### config.mk
export PLATFORM = sky130hd
export DESIGN_NAME = mem_port_arbiter
export DESIGN_NICKNAME = d
export VERILOG_FILES = /design/src/rtl/mips_mem_pkg.sv /design/src/rtl/mem_arb_pick.sv /design/src/rtl/mem_port_arbiter.sv
export SDC_FILE = /design/constraint.sdc
export NUM_CORES = 1
export LEC_CHECK = 0
export BUFFER_PORTS_ARGS = -buffer_cell sky130_fd_sc_hd__buf_2
export CAP_MARGIN = 5
export CORE_ASPECT_RATIO = 1.1
export CORE_MARGIN = 5
export CORE_UTILIZATION = 32
export DETAILED_ROUTE_END_ITERATION = 10
export GPL_TIMING_DRIVEN = 0
export REMOVE_ABC_BUFFERS = 1
export SYNTH_ARGS = -nofsm -noshare
export SYNTH_HDL_FRONTEND = slang
export SYNTH_SLANG_ARGS = --single-unit
### constraint.sdc
create_clock -name clock -period 3.9 [get_ports clock]
set_input_delay 0 -clock clock [delete_from_list [all_inputs] [get_ports clock]]
set_output_delay 0 -clock clock [all_outputs]
set_load 0.005 [all_outputs]
### src/rtl/mips_mem_pkg.sv
// Shared definitions for the unified-memory port arbiter: FSM state
// encoding, default widths and a small counter-width helper.
package mips_mem_pkg;

  localparam int ADDR_W_DEF     = 32;
  localparam int DATA_W_DEF     = 32;
  localparam int STARVE_MAX_DEF = 4;

  // Who currently owns the memory port.
  typedef enum logic [1:0] {
    ST_IDLE   = 2'd0,
    ST_BUSY_I = 2'd1,
    ST_BUSY_D = 2'd2
  } arb_state_e;

  // Bits needed to hold values 0..max_val (never less than one bit).
  function automatic int cnt_width(input int max_val);
    int w;
    w = 1;
    while ((1 << w) <= max_val) w++;
    return w;
  endfunction

endpackage

### src/rtl/mem_arb_pick.sv
// Priority decision between the fetch (I) and data (D) requesters, plus the
// saturating counter that bounds how long a waiting fetch can be passed over.
// D normally wins; once STARVE_MAX D grants have gone by with a fetch
// waiting, the fetch is forced through. STARVE_MAX = 0 means D always wins.
module mem_arb_pick
  import mips_mem_pkg::*;
#(
  parameter int STARVE_MAX = STARVE_MAX_DEF
) (
  input  logic clock,
  input  logic reset,
  input  logic arb_en,   // a grant may be issued this cycle
  input  logic idle,     // no transaction in flight
  input  logic i_req,
  input  logic d_req,
  output logic pick_i,
  output logic pick_d
);

  localparam int               CNT_W    = cnt_width(STARVE_MAX);
  localparam logic [CNT_W-1:0] CNT_MAX  = CNT_W'(STARVE_MAX);
  localparam bit               NO_LIMIT = (STARVE_MAX == 0);

  logic [CNT_W-1:0] starve_q;
  logic [CNT_W-1:0] starve_d;
  logic             d_allowed;

  // D may overtake a waiting fetch only while the starvation budget remains.
  assign d_allowed = NO_LIMIT || (starve_q < CNT_MAX);
  assign pick_d    = arb_en & d_req & (~i_req | d_allowed);
  assign pick_i    = arb_en & i_req & ~pick_d;

  // Next starvation count: clear on a fetch grant or when no fetch waits in
  // IDLE, count up (saturating) on every D grant that bypasses a fetch.
  always_comb begin
    // NOTE: assign a default before any branch so no path leaves the signal
    // unassigned; an unassigned path would infer a latch.
    starve_d = starve_q;
    if (pick_i) begin
      starve_d = '0;
    end else if (pick_d && i_req) begin
      if (starve_q != CNT_MAX) starve_d = starve_q + CNT_W'(1);
    end else if (idle && !i_req) begin
      starve_d = '0;
    end
  end

  // Starvation counter register.
  always_ff @(posedge clock or posedge reset) begin
    // NOTE: clocked state uses non-blocking (<=) so every flop samples the
    // pre-edge values regardless of statement order.
    if (reset) starve_q <= '0;
    else       starve_q <= starve_d;
  end

endmodule

### src/rtl/mem_port_arbiter.sv
// Shares one single-port memory between the fetch stage (I) and the memory
// stage (D). One command is in flight at a time; it is issued on m_req with
// a registered payload and completes on m_ack, after which the owning port
// gets a one-cycle rvalid pulse carrying the registered read data. A new
// grant is made in the ack cycle so a waiting request follows without a gap.
module mem_port_arbiter
  import mips_mem_pkg::*;
#(
  parameter int ADDR_W     = ADDR_W_DEF,
  parameter int DATA_W     = DATA_W_DEF,
  parameter int STARVE_MAX = STARVE_MAX_DEF
) (
  input  logic                clock,
  input  logic                reset,
  // fetch port
  input  logic                i_req,
  input  logic [ADDR_W-1:0]   i_addr,
  input  logic                i_flush,
  output logic                i_gnt,
  output logic                i_rvalid,
  output logic [DATA_W-1:0]   i_rdata,
  // data port
  input  logic                d_req,
  input  logic                d_we,
  input  logic [ADDR_W-1:0]   d_addr,
  input  logic [DATA_W-1:0]   d_wdata,
  input  logic [DATA_W/8-1:0] d_be,
  output logic                d_gnt,
  output logic                d_rvalid,
  output logic [DATA_W-1:0]   d_rdata,
  // memory side
  output logic                m_req,
  output logic                m_we,
  output logic [ADDR_W-1:0]   m_addr,
  output logic [DATA_W-1:0]   m_wdata,
  output logic [DATA_W/8-1:0] m_be,
  input  logic                m_ack,
  input  logic [DATA_W-1:0]   m_rdata,
  // pipeline stalls
  output logic                fetch_stall,
  output logic                mem_stall
);

  localparam int BE_W = DATA_W / 8;

  arb_state_e        state_q, state_d;
  logic              i_gnt_q, i_gnt_d;
  logic              d_gnt_q, d_gnt_d;
  logic              m_we_q, m_we_d;
  logic [ADDR_W-1:0] m_addr_q, m_addr_d;
  logic [DATA_W-1:0] m_wdata_q, m_wdata_d;
  logic [BE_W-1:0]   m_be_q, m_be_d;
  logic              i_rvalid_q, i_rvalid_d;
  logic [DATA_W-1:0] i_rdata_q, i_rdata_d;
  logic              d_rvalid_q, d_rvalid_d;
  logic [DATA_W-1:0] d_rdata_q, d_rdata_d;
  logic              flush_pend_q, flush_pend_d;

  logic busy;
  logic arb_en;
  logic pick_i;
  logic pick_d;

  // An ack only means something while a command is out; in IDLE it is
  // ignored, which also drops a late ack from a command killed by reset.
  assign busy   = (state_q != ST_IDLE);
  assign arb_en = ~busy | m_ack;

  mem_arb_pick #(
    .STARVE_MAX (STARVE_MAX)
  ) u_pick (
    .clock  (clock),
    .reset  (reset),
    .arb_en (arb_en),
    .idle   (~busy),
    .i_req  (i_req),
    .d_req  (d_req),
    .pick_i (pick_i),
    .pick_d (pick_d)
  );

  // Next state, grant/payload capture and response generation.
  always_comb begin
    state_d      = state_q;
    i_gnt_d      = 1'b0;
    d_gnt_d      = 1'b0;
    m_we_d       = m_we_q;
    m_addr_d     = m_addr_q;
    m_wdata_d    = m_wdata_q;
    m_be_d       = m_be_q;
    i_rvalid_d   = 1'b0;
    i_rdata_d    = i_rdata_q;
    d_rvalid_d   = 1'b0;
    d_rdata_d    = d_rdata_q;
    flush_pend_d = flush_pend_q;

    // Fetch completion; a redirect seen at any point of the fetch, the ack
    // cycle included, discards its data but lets the memory cycle finish.
    if (state_q == ST_BUSY_I) begin
      if (m_ack) begin
        flush_pend_d = 1'b0;
        if (!(flush_pend_q || i_flush)) begin
          i_rvalid_d = 1'b1;
          i_rdata_d  = m_rdata;
        end
      end else if (i_flush) begin
        flush_pend_d = 1'b1;
      end
    end

    // Data completion; stores report zero read data.
    if (state_q == ST_BUSY_D && m_ack) begin
      d_rvalid_d = 1'b1;
      d_rdata_d  = m_we_q ? '0 : m_rdata;
    end

    // Arbitration in IDLE or in the ack cycle of the current owner.
    if (arb_en) begin
      state_d = ST_IDLE;
      if (pick_d) begin
        state_d   = ST_BUSY_D;
        d_gnt_d   = 1'b1;
        m_we_d    = d_we;
        m_addr_d  = d_addr;
        m_wdata_d = d_we ? d_wdata : '0;
        m_be_d    = d_we ? d_be : '1;
      end else if (pick_i) begin
        state_d   = ST_BUSY_I;
        i_gnt_d   = 1'b1;
        m_we_d    = 1'b0;
        m_addr_d  = i_addr;
        m_wdata_d = '0;
        m_be_d    = '1;
      end
    end
  end

  // Ownership state; reset aborts any command so m_req drops at once.
  always_ff @(posedge clock or posedge reset) begin
    if (reset) state_q <= ST_IDLE;
    else       state_q <= state_d;
  end

  // Grant pulses and the memory command payload, held while m_req is high.
  always_ff @(posedge clock or posedge reset) begin
    if (reset) begin
      i_gnt_q   <= 1'b0;
      d_gnt_q   <= 1'b0;
      m_we_q    <= 1'b0;
      m_addr_q  <= '0;
      m_wdata_q <= '0;
      m_be_q    <= '0;
    end else begin
      i_gnt_q   <= i_gnt_d;
      d_gnt_q   <= d_gnt_d;
      m_we_q    <= m_we_d;
      m_addr_q  <= m_addr_d;
      m_wdata_q <= m_wdata_d;
      m_be_q    <= m_be_d;
    end
  end

  // Response pulses, returned data and the pending-flush marker.
  always_ff @(posedge clock or posedge reset) begin
    if (reset) begin
      i_rvalid_q   <= 1'b0;
      i_rdata_q    <= '0;
      d_rvalid_q   <= 1'b0;
      d_rdata_q    <= '0;
      flush_pend_q <= 1'b0;
    end else begin
      i_rvalid_q   <= i_rvalid_d;
      i_rdata_q    <= i_rdata_d;
      d_rvalid_q   <= d_rvalid_d;
      d_rdata_q    <= d_rdata_d;
      flush_pend_q <= flush_pend_d;
    end
  end

  assign i_gnt       = i_gnt_q;
  assign i_rvalid    = i_rvalid_q;
  assign i_rdata     = i_rdata_q;
  assign d_gnt       = d_gnt_q;
  assign d_rvalid    = d_rvalid_q;
  assign d_rdata     = d_rdata_q;
  assign m_req       = busy;
  assign m_we        = m_we_q;
  assign m_addr      = m_addr_q;
  assign m_wdata     = m_wdata_q;
  assign m_be        = m_be_q;
  assign fetch_stall = i_req & ~i_rvalid_q;
  assign mem_stall   = d_req & ~d_rvalid_q;

endmodule

==> metrics.md <==
| Metric | Value |
|---|---|
| Via-to-Cell Ratio | `4.793` |
| Residual DRC | `0` |
| Status | `finished clean` |
| Port bufs | `278` |
| Xor/xnor share of the synthesized area | `0` |
| Post-Synthesis Cells | `519` |
| CP max stage cell | `nand2_1` |
| Power Density | `508.4 nW/um^2` |
| Critical Path Start | `i_req` |
| Antenna violations before repair | `1` |
| Crit-path max cell delay | `1.04 ns` |
| Critical Path RT | `4.20 ns` |
| Worst slew pin tran | `1.302 ns` |
| Largest area contributor in the netlist | `dfrtp_1` |
| Reg2reg start | `state_q[0]` |
| Antenna-violating nets left | `0` |
| Hpwl dp | `11,700 um` |
| Vias in the first global route | `5,909` |
| Core ar. | `18,350 sq um` |
| Reg2Reg Capture Point | `m_wdata[15]` |
| Syn-to-layout area delta | `58.92%` |
| Maximum clock rate | `335.9 MHz` |
| Clk sink count | `143` |
| CTS tree | `done` |
| Fin crit share | `0.7635` |
| Final Net Count | `1,055` |
| Post-CTS Repair Setup Buffers | `0` |
| YS warnings | `0` |
| Post-synth top cells | `dfrtp_1, o21ai_0, a21oi_1, a22o_1` |
| Number of I/O pins | `279` |
| Final std cells w/o fill | `1,170` |
| Syn Area/Cell | `11.47 sq um` |
| Clock network latency to the later pin of the worst-skew pair | `0.42 ns` |
| Crit path depth | `5` |
| Slew headroom | `0.1317` |
| GRT overflow | `0` |
| R2r setup slk | `1.24 ns` |
| Die W | `140.0 um` |
| WP buf/inv | `2` |
| R2r worst-path depth | `3` |
| RePlAce Congestion | `0.7636` |
| Maxcap violations | `0` |
| Vias | `5,608` |
| H-tree depth | `4` |
| Adder-Cell Fraction of Synth Area | `0.004204` |
| Yosys cell types | `37` |
| Worst vdd ir | `283.4 uV` |
| Critical path's top delay family | `simple AND/OR/NAND/NOR gates` |
| Worst path arrival time | `3.28 ns` |
| Setup TNS | `0 ns` |
| HP Class | `input port to flop` |
| Num CTS Buffers | `17` |
| CP startpoint kind | `input port` |
| Slew Limit Fails | `0` |
| CP max FO | `34` |
| Flops & latches, synth | `143` |
| Final Hold Fails | `0` |
| # placed instances | `1,000` |
| Largest family of logic cells by synthesized area | `compound AO/OA/AOI/OAI gates` |
| Area contributors post-synth | `dfrtp_1, mux2_1, o21ai_0` |
| Final instance area | `9459 sq um` |
| Endpoints failing setup | `0` |
| Top-count cell post-synth | `dfrtp_1` |
| Compound-cell area share of the yosys netlist | `0.1835` |
| Asr flop ratio synth | `1.000` |
| Drt first pass iters | `5` |
| Top cell type's share of synthesized area | `0.6012` |
| EDFF count, synth | `0` |
| N_diodes | `0` |
| Layout cells sized above 1 | `0.3528` |
| Critical path class | `input port to flop` |
| Initial Utilization | `0.3244` |
| Synthesized cell area | `5952 sq um` |
| Synth Area in Simple Gates | `0.09922` |
| Die height | `153.0 um` |
| Ys flop type | `dfrtp_1` |
| Largest net degree at the start of global routing | `80` |
| Worst Setup EP | `m_wdata[15]` |
| Clock Tree Buf Depth | `2` |
| Unrepaired setup endpoints after global routing | `false` |
| Clock transition at path regs | `0.06 ns` |
| Die ar. | `21,430 sq um` |
| First-pass GRT wire length | `30,140 um` |
| Critical path, cell by cell | `dlygate4sd3_1 > buf_2 > or2_1 > nand2_1 > a22o_1` |
| Root buf cell | `clkbuf_16` |
| Drt total wl | `18,770 um` |
| Initial DRC Count | `164` |
| Post-Route Skew | `0.01064 ns` |
| DP Area | `7497 sq um` |
| WL/cell | `16.04 um` |
| Site Rows | `52` |
| Post-synthesis mux area share | `0.06243` |
| Min Tclk post-route | `2.977 ns` |
| All-Layer GR Usage | `0.1713` |
| P_leak | `4.624 nW` |
| Crit end category | `flop` |
| Seq/Total Area, Yosys | `0.6012` |
where the power goes:
part / switching (W) / internal [W] / total [W]
combinational: 0.000526 / 0.000655 / 0.00118
clock: 0.000650 / 0.000963 / 0.00161
sequential: 0.000186 / 0.00183 / 0.00202
worst min-delay path by stage:
stage                     startpoint      endpoint  cells past startpoint
after detailed placement       reset    i_rdata[9]                      2
after floorplan                m_ack  flush_pend_q                      1
final                           d_we       m_be[0]                      3
after global routing            d_we       m_be[3]                      3
after global placement       d_be[1]       m_be[1]                      2
after CTS                       d_we       m_be[0]                      3
flip-flops by register name (all words and copies together) (netlist names):
name             cells
d_rdata             32
i_rdata             32
m_addr              32
m_wdata             32
m_be                 4
u_pick.starve_q      3
state_q              2
d_gnt                1
d_rvalid             1
flush_pend_q         1
i_gnt                1
i_rvalid             1
m_we                 1
area by class of cell:
type                       instances  area [sq um]
clock inverter                    12         133.9
fill                            1631          8889
inverter                           7         31.28
clock buffer                      20         446.7
multi-input combinational        324          2095
sequential                       143          3578
tap                              243         304.0
timing repair buffer             421          2870
per-layer routing:
layer  track usage  vias to the layer above  share of wire  wire length, um
met5             0                        -        0.00069               13
met3       0.05656                       38          0.080             1502
met4       0.05768                        2          0.022              405
met1        0.2076                     2674           0.41             7722
li1              -                     2646              -                -
met2        0.2874                      248           0.49             9124
cell usage in the layout (no fill, tap or decap), types with 2 or more instances in the layout:
| cell | n |
|---|---|
| dfrtp_1 | 143 |
| clkinvlp_4 | 2 |
| nor2b_1 | 2 |
| ha_1 | 2 |
| clkbuf_16 | 17 |
| mux2_2 | 4 |
| nand3_1 | 33 |
| inv_1 | 6 |
| buf_2 | 278 |
| a22o_1 | 34 |
| a31oi_1 | 32 |
| dlygate4sd3_1 | 138 |
| clkinv_4 | 2 |
| bufinv_16 | 2 |
| or2_2 | 2 |
| a21oi_1 | 34 |
| o21ai_0 | 64 |
| clkinv_2 | 3 |
| o22a_1 | 4 |
| nor2_1 | 4 |
| mux2_1 | 29 |
| buf_12 | 2 |
| nand2b_1 | 32 |
| clkbuf_1 | 2 |
| nand2_1 | 33 |
| buf_8 | 2 |
| inv_6 | 4 |
timing repair:
item / 4_1_cts / 5_1_grt
endpoints found under the setup margin: 0 / 0
gates resized for setup: 0 / 0
hold endpoints to repair: 214 / 0
hold buffers: 138 / 0
tightest hold or removal path, cell delays in order:
cell and delay (ns):
buf_2 0.11, nand3_1 0.14, o22a_1 0.16
cells by family (layout without fill, tap and decap cells):
group,Yosys count,in the layout
AO/OA/AOI/OAI,176,176
flip-flops,143,143
adder cells (fa/ha/maj),2,2
multiplexers,33,33
AND/OR/NAND/NOR,113,113
buffers and inverters,52,460
stage by stage:
stage | total power (W) | utilization | setup WS, ns | hold slack, ns
detailed placement | 0.003050 | 0.4086 | 0.9756 | 0.1858
CTS | 0.004856 | 0.5155 | 0.8780 | 0.002200
finish | 0.004809 | 0.5155 | 0.9225 | 0.02122
global placement | 0.003012 | 0.4022 | -1.791 | 0.2106
floorplan | 0.002459 | - | 0.06207 | 0.08573
global route | 0.005083 | 0.5155 | 0.7453 | 0.06428
Power figures use the tool's default switching activity.
